$ cat config.mk
export PLATFORM = sky130hd
export DESIGN_NAME = sprite_blitter
export DESIGN_NICKNAME = d
export VERILOG_FILES = /design/src/rtl/sprite_blitter.sv
export SDC_FILE = /design/constraint.sdc
export NUM_CORES = 1
export LEC_CHECK = 0
export ABC_AREA = 1
export CAP_MARGIN = 15
export CORE_MARGIN = 2
export CORE_UTILIZATION = 61
export DETAILED_ROUTE_END_ITERATION = 6
export HOLD_SLACK_MARGIN = 0.05
export PLACE_DENSITY = 0.85
export SYNTH_ARGS = -nofsm -noshare
export SYNTH_HDL_FRONTEND = slang
export SYNTH_SLANG_ARGS = --single-unit
$ cat constraint.sdc
create_clock -name clk -period 4.8 [get_ports clk]
set_input_delay 0.96 -clock clk [delete_from_list [all_inputs] [get_ports clk]]
set_output_delay 0.96 -clock clk [all_outputs]
set_load 0.01 [all_outputs]
$ cat src/rtl/sprite_blitter.sv
// Sprite/rectangle draw engine: walks an SPR_W x SPR_H sprite, addresses the ROM and emits VGA pixel writes.
// Latency: pixel k is plotted ROM_LAT+1 cycles after it is addressed. Start is accepted only in IDLE; there is no backpressure.
module sprite_blitter #(
    parameter int X_W          = 8,
    parameter int Y_W          = 7,
    parameter int SPR_W        = 40,
    parameter int SPR_H        = 40,
    parameter int ADDR_W       = 11,
    parameter int COLOR_W      = 3,
    parameter int SCREEN_W     = 160,
    parameter int SCREEN_H     = 120,
    parameter int ROM_LAT      = 1,
    parameter bit TRANSP_EN    = 1'b1,
    parameter int TRANSP_COLOR = 0,
    parameter int FILL_COLOR   = 0
) (
    input  logic               clk,
    input  logic               resetn,
    input  logic               start,
    input  logic [X_W-1:0]     xOrigin,
    input  logic [Y_W-1:0]     yOrigin,
    input  logic               mirror,
    input  logic               fill,
    output logic [ADDR_W-1:0]  romAddress,
    input  logic [COLOR_W-1:0] romData,
    output logic [X_W-1:0]     x,
    output logic [Y_W-1:0]     y,
    output logic [COLOR_W-1:0] color,
    output logic               plot,
    output logic               busy,
    output logic               done
);
    localparam int CW = (SPR_W > 1) ? $clog2(SPR_W) : 1;
    localparam int RW = (SPR_H > 1) ? $clog2(SPR_H) : 1;
    localparam logic [CW-1:0]      LAST_COL   = CW'(SPR_W - 1);
    localparam logic [RW-1:0]      LAST_ROW   = RW'(SPR_H - 1);
    localparam logic [ADDR_W-1:0]  ROW_STEP   = ADDR_W'(SPR_W);
    localparam logic [ADDR_W-1:0]  LAST_COL_A = ADDR_W'(SPR_W - 1);
    localparam logic [X_W:0]       SCR_W      = (X_W + 1)'(SCREEN_W);
    localparam logic [Y_W:0]       SCR_H      = (Y_W + 1)'(SCREEN_H);
    localparam logic [COLOR_W-1:0] TKEY       = COLOR_W'(TRANSP_COLOR);
    localparam logic [COLOR_W-1:0] FILLC      = COLOR_W'(FILL_COLOR);

    typedef enum logic [1:0] {S_IDLE, S_RUN, S_DRAIN, S_DONE} state_t;

    state_t               state_q;
    logic [X_W-1:0]       xo_q;
    logic [Y_W-1:0]       yo_q;
    logic                 mirror_q, fill_q;
    logic [ADDR_W-1:0]    base_q, addr_q;
    // Stage 0 is the live column/row counter; stage ROM_LAT lines up with romData.
    logic [CW-1:0]        pcol_q [0:ROM_LAT];
    logic [RW-1:0]        prow_q [0:ROM_LAT];
    logic [ROM_LAT:0]     pvld_q;
    logic [X_W-1:0]       x_q;
    logic [Y_W-1:0]       y_q;
    logic [COLOR_W-1:0]   color_q;
    logic                 plot_q, busy_q, done_q;

    logic                 accept, last_pix, advance, mir_d, on_scr, transp;
    logic [CW-1:0]        col_d;
    logic [RW-1:0]        row_d;
    logic [ADDR_W-1:0]    base_d, addr_d;
    logic [X_W:0]         xs;
    logic [Y_W:0]         ys;
    logic [COLOR_W-1:0]   pix;

    assign accept   = (state_q == S_IDLE) && start;
    assign last_pix = (pcol_q[0] == LAST_COL) && (prow_q[0] == LAST_ROW);
    assign advance  = (state_q == S_RUN) && !last_pix;

    always_comb begin
        col_d  = pcol_q[0];
        row_d  = prow_q[0];
        base_d = base_q;
        mir_d  = mirror_q;
        if (accept) begin
            col_d  = '0;
            row_d  = '0;
            base_d = '0;
            mir_d  = mirror;
        end else if (advance) begin
            if (pcol_q[0] == LAST_COL) begin
                col_d  = '0;
                row_d  = prow_q[0] + RW'(1);
                base_d = base_q + ROW_STEP;
            end else begin
                col_d  = pcol_q[0] + CW'(1);
            end
        end
        addr_d = base_d + (mir_d ? (LAST_COL_A - ADDR_W'(col_d)) : ADDR_W'(col_d));
    end

    // Extra bit on the coordinates so a carry-out counts as off-screen.
    assign xs     = {1'b0, xo_q} + (X_W + 1)'(pcol_q[ROM_LAT]);
    assign ys     = {1'b0, yo_q} + (Y_W + 1)'(prow_q[ROM_LAT]);
    assign on_scr = (xs < SCR_W) && (ys < SCR_H);
    assign transp = TRANSP_EN && !fill_q && (romData == TKEY);
    assign pix    = fill_q ? FILLC : romData;

    always_ff @(posedge clk or negedge resetn) begin
        if (!resetn) begin
            state_q  <= S_IDLE;
            xo_q     <= '0;
            yo_q     <= '0;
            mirror_q <= 1'b0;
            fill_q   <= 1'b0;
            base_q   <= '0;
            addr_q   <= '0;
            pvld_q   <= '0;
            for (int i = 0; i <= ROM_LAT; i++) begin
                pcol_q[i] <= '0;
                prow_q[i] <= '0;
            end
            x_q      <= '0;
            y_q      <= '0;
            color_q  <= '0;
            plot_q   <= 1'b0;
            busy_q   <= 1'b0;
            done_q   <= 1'b0;
        end else begin
            done_q    <= 1'b0;
            pcol_q[0] <= col_d;
            prow_q[0] <= row_d;
            base_q    <= base_d;
            for (int i = 1; i <= ROM_LAT; i++) begin
                pcol_q[i] <= pcol_q[i-1];
                prow_q[i] <= prow_q[i-1];
                pvld_q[i] <= pvld_q[i-1];
            end
            plot_q <= pvld_q[ROM_LAT] && on_scr && !transp;
            if (pvld_q[ROM_LAT]) begin
                x_q     <= xs[X_W-1:0];
                y_q     <= ys[Y_W-1:0];
                color_q <= pix;
            end
            case (state_q)
                S_IDLE: if (start) begin
                    xo_q      <= xOrigin;
                    yo_q      <= yOrigin;
                    mirror_q  <= mirror;
                    fill_q    <= fill;
                    addr_q    <= addr_d;
                    pvld_q[0] <= 1'b1;
                    busy_q    <= 1'b1;
                    state_q   <= S_RUN;
                end
                S_RUN: begin
                    if (last_pix) begin
                        pvld_q[0] <= 1'b0;
                        state_q   <= S_DRAIN;
                    end else begin
                        addr_q    <= addr_d;
                    end
                end
                S_DRAIN: if (pvld_q == '0) begin
                    done_q  <= 1'b1;
                    state_q <= S_DONE;
                end
                default: begin
                    busy_q  <= 1'b0;
                    state_q <= S_IDLE;
                end
            endcase
        end
    end

    assign romAddress = addr_q;
    assign x          = x_q;
    assign y          = y_q;
    assign color      = color_q;
    assign plot       = plot_q;
    assign busy       = busy_q;
    assign done       = done_q;
endmodule

==> run_results.csv, run 1 <==
group,metric,value,unit
worst_setup_path,setup.reg_to_reg.worst_slack,1510,ps
worst_setup_path,path_common_cell,"nand2_1",
timing,transition_time_at_the_pin_with_the_least_slew_margin,803.8,ps
floorplan,die_h,91.54,um
clock_tree,cts-buffers-inserted,9,
routing,post_drt_wl_per_cell,13.65,um
clock_tree,cts.sinks,88,
synthesis,postSynthRegisterBits,88,
routing,drt-vias-per-instance,5.329,
synthesis,ys_dominant_reg_cell,"dfrtp_1",
power,pwr_density_cell,587.3,nW/um^2
final_layout,area_delta_synth_final,17.56,%
power,p_clk_share,15.1,%
clock_tree,cts_repair_resize_count,0,
worst_setup_path,kind_of_cell_adding_the_most_delay_to_the_critical_path,"simple AND/OR/NAND/NOR gates",
worst_setup_path,crit_slowest_cell,"nand2_1",
synthesis,syn_area_per_cell,8.484,um^2
final_layout,fin_area,5495,um^2
routing,post_detailed_route_count_of_antenna_violating_nets,0,
worst_hold_path,worstHoldPathType,"register to register",
routing,drtPass1Iterations,5,
timing,finalSetupTns,0,ps
clock_tree,cts_htree_levels,3,
worst_setup_path,r2r_end,"romAddress[8]$_DFFE_PN0P_",
worst_hold_path,hold_path.startpoint,"pvld_q[0]$_DFFE_PN0P_",
worst_setup_path,crit_path_max_fanout,15,
power,power.total,0.003227,W
worst_setup_path,worstSetupStartpointType,"input pin",
clock_tree,clock-root-buffer,"clkbuf_8",
grt,grt_first_pass_wirelength,16680,um
power,power.share.sequential,36.2,%
worst_setup_path,end_kind,"register",
timing,final-hold-violation-count,0,
timing,max-slew-margin-rel,46.08,%
clock_tree,tritoncts,"done",
flow_run,max_cap_violations,0,
clock_tree,clock_latency_on_the_worst_skew_pair,360,ps
timing,post-route-period-util,76.86,%
clock_tree,clock_path_buffers,2,
floorplan,rows,31,
worst_setup_path,reg2regPathDepth,18,
final_layout,antennaDiodeCount,0,
power,comb_power_share,48.7,%
routing,dr_total_vias,3794,
status,status,"completed",
synthesis,netlist_top_cells_count,"150 x nand2_1, 88 x dfrtp_1, 59 x inv_1",
floorplan,floorplan.io_pins,55,
placed_design,place_area,5309,um^2
floorplan,dieArea,8380,um^2
routing,drc,0,
worst_setup_path,critical-path-max-stage-delay,510,ps
timing,finalWorstPathRequiredPeriod,3689,ps
floorplan,core-area,7331,um^2
clock_tree,path_clk_slew,80,ps
worst_setup_path,worstPathCellList,"clkdlybuf4s50_1 > nand2_1 > inv_2 > or2_1 > o21ai_2 > inv_2 > nand2_1 > xnor2_1 > inv_1 > ha_1 > nand2_1 > nor3_1 > a21oi_1 > o21bai_1 > a21oi_1 > o21ai_0 > nand2_1",
floorplan,initial_core_util,63.77,%
placed_design,dp.final_hpwl,7145,um
power,switching_share,41.91,%
floorplan,chipWidth,91.54,um
synthesis,synth.area.top_cells,"dfrtp_1 47%, nand2_1 12%, ha_1 8.0%",
worst_setup_path,critical_path_required_time,5050,ps
worst_setup_path,critical_path_at,3940,ps
power,p_int,0.001875,W
synthesis,syn_nets,607,
timing,report.final.setup_viol,0,
grt,largest_net_degree_at_the_start_of_global_routing,49,
synthesis,synth_area,4674,um^2
worst_setup_path,buffers_inverters_on_critical_path,4,
synthesis,ys_seq_area_share,47.11,%
synthesis,ys_types,38,
timing,max_clock_freq,0.2711,GHz
clock_tree,post-cts-setup-buffers,0,
synthesis,yosysTopAreaCellShare,47.11,%
routing,detail_route.iter0.violations,161,
synthesis,synth_warnings,0,
placed_design,routabilityCongestion,0.9000,
grt,all_layer_gr_usage,24.91,%
timing,grt_setup_unrepaired,"false",
final_layout,nets,665,
clock_tree,count_of_hold_fix_buffers_inserted_at_cts,0,
placed_design,dp_cells,697,
timing,final.setup_skew,9.191,ps
grt,antenna_violations_before_repair,0,
final_layout,layout-drive-gt1-share,7.667,%
grt,grt_pass1_vias,3772,
worst_hold_path,whs_endpoint,"pvld_q[1]$_DFF_PN0_",
synthesis,synth_top_cell_by_area,"dfrtp_1",
grt,global_route.overflow_total,0,
routing,route.final.wire_length,9721,um
power,leakage,2.750,nW
placed_design,io_buffer_count,54,
worst_hold_path,timing.hold.worst_path_depth,0,
power,power.switching,0.001353,W
synthesis,synth.most_common_cell,"nand2_1",
synthesis,ys_async_sr_fraction,100.0,%
worst_setup_path,path_class,"input pin to register",
final_layout,post_layout_nonfiller_instances,712,
final_layout,layout.filler_cells,529,
synthesis,netlist_instances,551,
power,largest_voltage_drop_on_the_vdd_net,0.0003963,V
worst_setup_path,reg2reg_from,"state_q[0]$_DFFE_PN0P_",
timing,slew_violations,0,
synthesis,synth_edf_count,0,
layout make-up:
type	instances	area, um^2	share of cell area [%]
clock buffers	10	127.6	2.322
clock inverters	5	58.81	1.070
inverters	65	244.0	4.440
multi-input cells	388	2178	39.64
flip-flops and latches	88	2202	40.07
well taps	99	123.9	2.254
repair buffers	57	560.5	10.20
power groups by stage:
stage / clock (W) / sequential, W / combinational (W)
final: 0.000488 / 0.00117 / 0.00157
after global routing: 0.000527 / 0.00120 / 0.00177
after CTS: 0.000499 / 0.00117 / 0.00158
after detailed placement: 0 / 0.00118 / 0.00156
after global placement: 0 / 0.00117 / 0.00150
after floorplan: 0 / 0.00119 / 0.00101
per-layer routing:
layer	GRT usage, %	wire (um)	vias to the layer above
li1	-	-	1889
met1	31.98	4215	1790
met2	42.77	4878	101
met3	3.485	458	14
met4	9.470	167	0
met5	0	0	-
registers in the layout, indices dropped and copies added (netlist names):
register / flops
mirror_q: 1
pvld_q: 2
state_q: 2
color: 3
done: 1
romAddress: 11
plot: 1
x: 8
yo_q: 7
pcol_q: 12
y: 7
fill_q: 1
prow_q: 12
xo_q: 8
base_q: 11
busy: 1
layout by cell type (no fill, tap or decap), drive strengths merged, types with 3 or more instances in the layout:
cell | netlist | layout
a21oi | 37 | 37
buf | 2 | 4
clkbuf | 8 | 10
clkdlybuf4s50 | 0 | 53
clkinv | 1 | 3
dfrtp | 88 | 88
fa | 3 | 3
ha | 30 | 30
inv | 64 | 64
nand2 | 161 | 161
nand3 | 30 | 30
nor2 | 37 | 37
nor3 | 7 | 7
o21ai | 48 | 48
o31ai | 3 | 3
or2 | 3 | 3
xnor2 | 6 | 6
xor2 | 10 | 10
logic make-up (layout without fill, tap and decap cells):
kind of cell    Yosys count  after routing  synth area share, %
compound gates           96             96                11.22
xor+xnor                 16             16                2.998
fa+ha+maj                33             33                9.315
buf+inv                  75            137                6.290
flops                    88             88                47.11
simple gates            243            243                23.07
stage by stage:
stage | setup slack, ps | hold slack [ps] | utilization [%]
floorplan | 1781 | 374.1 | -
global placement | 819.9 | 385.5 | 72.42
detailed placement | 746.9 | 393.7 | 72.42
CTS | 1130 | 414.0 | 74.96
global route | 796.4 | 433.5 | 74.96
finish | 1111 | 413.2 | 74.96
worst max-delay path by stage:
| stage | from | end | slack, ps | depth (start not counted) |
|---|---|---|---|---|
| 3_3_place_gp | start | romAddress[4]$_DFFE_PN0P_ | 820 | 12 |
| 5_1_grt | start | romAddress[8]$_DFFE_PN0P_ | 800 | 17 |
| 2_1_floorplan | start | romAddress[7]$_DFFE_PN0P_ | 1780 | 15 |
| 4_1_cts | start | romAddress[8]$_DFFE_PN0P_ | 1130 | 17 |
| 6_report | start | romAddress[8]$_DFFE_PN0P_ | 1110 | 17 |
| 3_5_place_dp | start | romAddress[8]$_DFFE_PN0P_ | 750 | 17 |
No activity file was read; power rests on OpenSTA's default activity.
==> run 2: changes to the inputs <==
--- a/config.mk
+++ b/config.mk
@@ -8,10 +8,10 @@
 export ABC_AREA = 1
 export CAP_MARGIN = 15
 export CORE_MARGIN = 2
-export CORE_UTILIZATION = 61
+export CORE_UTILIZATION = 51
 export DETAILED_ROUTE_END_ITERATION = 6
 export HOLD_SLACK_MARGIN = 0.05
-export PLACE_DENSITY = 0.85
+export PLACE_DENSITY = 0.76
 export SYNTH_ARGS = -nofsm -noshare
 export SYNTH_HDL_FRONTEND = slang
 export SYNTH_SLANG_ARGS = --single-unit
==> constraint.sdc (replaced) <==
create_clock -name clk -period 3.2 [get_ports clk]
set_input_delay 0.64 -clock clk [delete_from_list [all_inputs] [get_ports clk]]
set_output_delay 0.64 -clock clk [all_outputs]
set_load 0.01 [all_outputs]
==> run 2 against run 1 <==
Net effect:
- non-clock buffer count grew 28
- critical path depth grew 3
- hold slack lost 120 ps
- sequential share of layout area shrank 2.8 points
- total power grew 67%
==> run_results.csv, run 2 (synthesis results as in run 1) <==
group,metric,value,unit
routing,post_drt_wl_per_cell,14.00,um
placed_design,io_buffer_count,54,
grt,grt_first_pass_wirelength,17570,um
clock_tree,cts-buffers-inserted,9,
grt,grt_pass1_vias,3913,
floorplan,core-area,8806,um^2
clock_tree,path_clk_slew,90,ps
routing,drt-vias-per-instance,5.217,
clock_tree,cts_htree_levels,3,
timing,final.setup_skew,7.548,ps
worst_setup_path,end_kind,"register",
timing,post-route-period-util,95.68,%
power,power.total,0.005387,W
clock_tree,count_of_hold_fix_buffers_inserted_at_cts,0,
grt,global_route.overflow_total,0,
floorplan,chipWidth,99.74,um
power,pwr_density_cell,912.8,nW/um^2
floorplan,die_h,99.74,um
grt,all_layer_gr_usage,21.87,%
worst_setup_path,critical_path_at,3350,ps
placed_design,routabilityCongestion,0.8747,
timing,finalSetupTns,0,ps
status,status,"completed",
power,comb_power_share,49.0,%
timing,max_clock_freq,0.3266,GHz
final_layout,layout_common_cells,"149 x nand2_1, 88 x dfrtp_1, 56 x inv_1",
flow_run,max_cap_violations,0,
floorplan,initial_core_util,53.08,%
routing,drtPass1Iterations,4,
placed_design,place_area,5455,um^2
power,leakage,2.932,nW
worst_setup_path,crit_path_max_fanout,5,
routing,dr_total_vias,3913,
worst_setup_path,path_class,"register to register",
final_layout,fin_area,5902,um^2
placed_design,pre_cts_ws,-144.3,ps
final_layout,antennaDiodeCount,0,
timing,max-slew-margin-rel,57.93,%
clock_tree,clock_path_buffers,2,
floorplan,rows,34,
clock_tree,clock-root-buffer,"clkbuf_8",
final_layout,area_delta_synth_final,26.26,%
timing,worst_slack,138.3,ps
routing,drc,0,
final_layout,nets,693,
worst_setup_path,crit_slowest_cell,"dfrtp_1",
floorplan,dieArea,9947,um^2
power,power.share.sequential,32.6,%
timing,report.final.setup_viol,0,
clock_tree,clock_latency_on_the_worst_skew_pair,350,ps
routing,post_detailed_route_count_of_antenna_violating_nets,0,
clock_tree,tritoncts,"done",
final_layout,layout.filler_cells,698,
final_layout,most_common_cell_after_layout_fill_and_taps_aside,"nand2_1",
timing,transition_time_at_the_pin_with_the_least_slew_margin,631.0,ps
timing,finalWorstPathRequiredPeriod,3062,ps
worst_setup_path,critical_path_required_time,3490,ps
timing,slew_violations,0,
power,p_int,0.003251,W
grt,antenna_violations_before_repair,0,
final_layout,top_regs,"pcol_q: 12 flops, prow_q: 12 flops",
timing,final-hold-violation-count,0,
clock_tree,cts.sinks,88,
worst_setup_path,critical-path-max-stage-delay,440,ps
final_layout,layout-drive-gt1-share,14.49,%
worst_setup_path,worstPathCellList,"ha_4 > nand2_2 > nor2_2 > nand2_2 > nor2_4 > nor2_4 > buf_12 > nand2_4 > buf_4 > nor2_1 > nor2_1 > nor3_2 > ha_1 > a21oi_1 > o21ai_2 > a21oi_2 > o21bai_1 > a21oi_1 > o21ai_0 > nand2_1",
placed_design,dp.final_hpwl,7472,um
floorplan,floorplan.io_pins,55,
grt,largest_net_degree_at_the_start_of_global_routing,51,
worst_hold_path,worstHoldPathType,"input pin to asynchronous set/reset pin",
power,largest_voltage_drop_on_the_vdd_net,0.0005594,V
worst_setup_path,worstSetupStartpointType,"register",
power,power.switching,0.002136,W
power,switching_share,39.65,%
routing,route.final.wire_length,10500,um
power,p_clk_share,18.4,%
routing,detail_route.iter0.violations,152,
-- run 2: cell types whose count changed in the layout (fill, tap and decap cells not counted), sizes merged --
| cell | previous run | this run |
|---|---|---|
| buf | 4 | 32 |
| bufinv | 1 | 4 |
| clkinvlp | 2 | 0 |
| clkbuf | 10 | 11 |
| clkinv | 3 | 2 |
-- run 2: power groups by stage --
stage | clock network, W | logic, W | registers, W
floorplan | 0 | 0.00152 | 0.00179
detailed placement | 0 | 0.00245 | 0.00177
global placement | 0 | 0.00237 | 0.00175
global route | 0.00106 | 0.00299 | 0.00181
CTS | 0.00101 | 0.00249 | 0.00175
finish | 0.000993 | 0.00264 | 0.00176
-- run 2: final cells by class --
class / count / area, um^2 / area share (%)
Multi-Input combinational cell: 388 / 2275 / 38.54
Sequential cell: 88 / 2202 / 37.31
Timing Repair Buffer: 85 / 783.3 / 13.27
Inverter: 65 / 246.5 / 4.176
Tap cell: 108 / 135.1 / 2.290
Clock buffer: 11 / 131.4 / 2.226
Clock inverter: 5 / 128.9 / 2.184
-- run 2: final timing paths --
check | startpoint | to | slack [ps] | depth (start not counted)
setup / recovery | pcol_q[7]$_DFF_PN0_ | romAddress[8]$_DFFE_PN0P_ | 140 | 20
max in group asynchronous | resetn | yo_q[4]$_DFFE_PN0P_ | 2140 | 2
setup reg to reg | pcol_q[7]$_DFF_PN0_ | romAddress[8]$_DFFE_PN0P_ | 140 | 20
hold reg to reg | prow_q[11]$_DFFE_PN0P_ | prow_q[5]$_DFF_PN0_ | 420 | 0
hold / removal | resetn | x[6]$_DFFE_PN0P_ | 290 | 1
min in group clk | prow_q[11]$_DFFE_PN0P_ | prow_q[5]$_DFF_PN0_ | 420 | 0
-- run 2: worst max-delay path: cells and delay by family, from the launching register on --
kind,cells,cell delay (ps)
AND/OR/NAND/NOR,10,900
AO/OA/AOI/OAI,6,860
adder cells (fa/ha/maj),2,510
flip-flops,1,440
buffers and inverters,2,280
-- run 2: repair_timing --
item / CTS / global route
pin swaps: 1 / 10
setup buffers: 2 / 8
setup endpoints to repair: 3 / 7
gates resized for setup: 0 / 23
-- run 2: metal layers --
layer	track usage (%)	vias to the layer above	part of all wire [%]
li1	-	1945	-
met2	36.59	100	49
met1	28.31	1850	45
met5	0	-	0
met4	7.271	0	1.9
met3	4.849	18	4.2
-- run 2: metrics by stage --
step / cells / utilization (%) / hold WS (ps)
CTS: 742 / 65.08 / 309.0
global placement: 724 / 61.95 / 385.6
floorplan: 551 / - / 344.4
finish: 750 / 67.02 / 294.4
detailed placement: 724 / 61.95 / 394.5
global route: 750 / 67.02 / 324.7
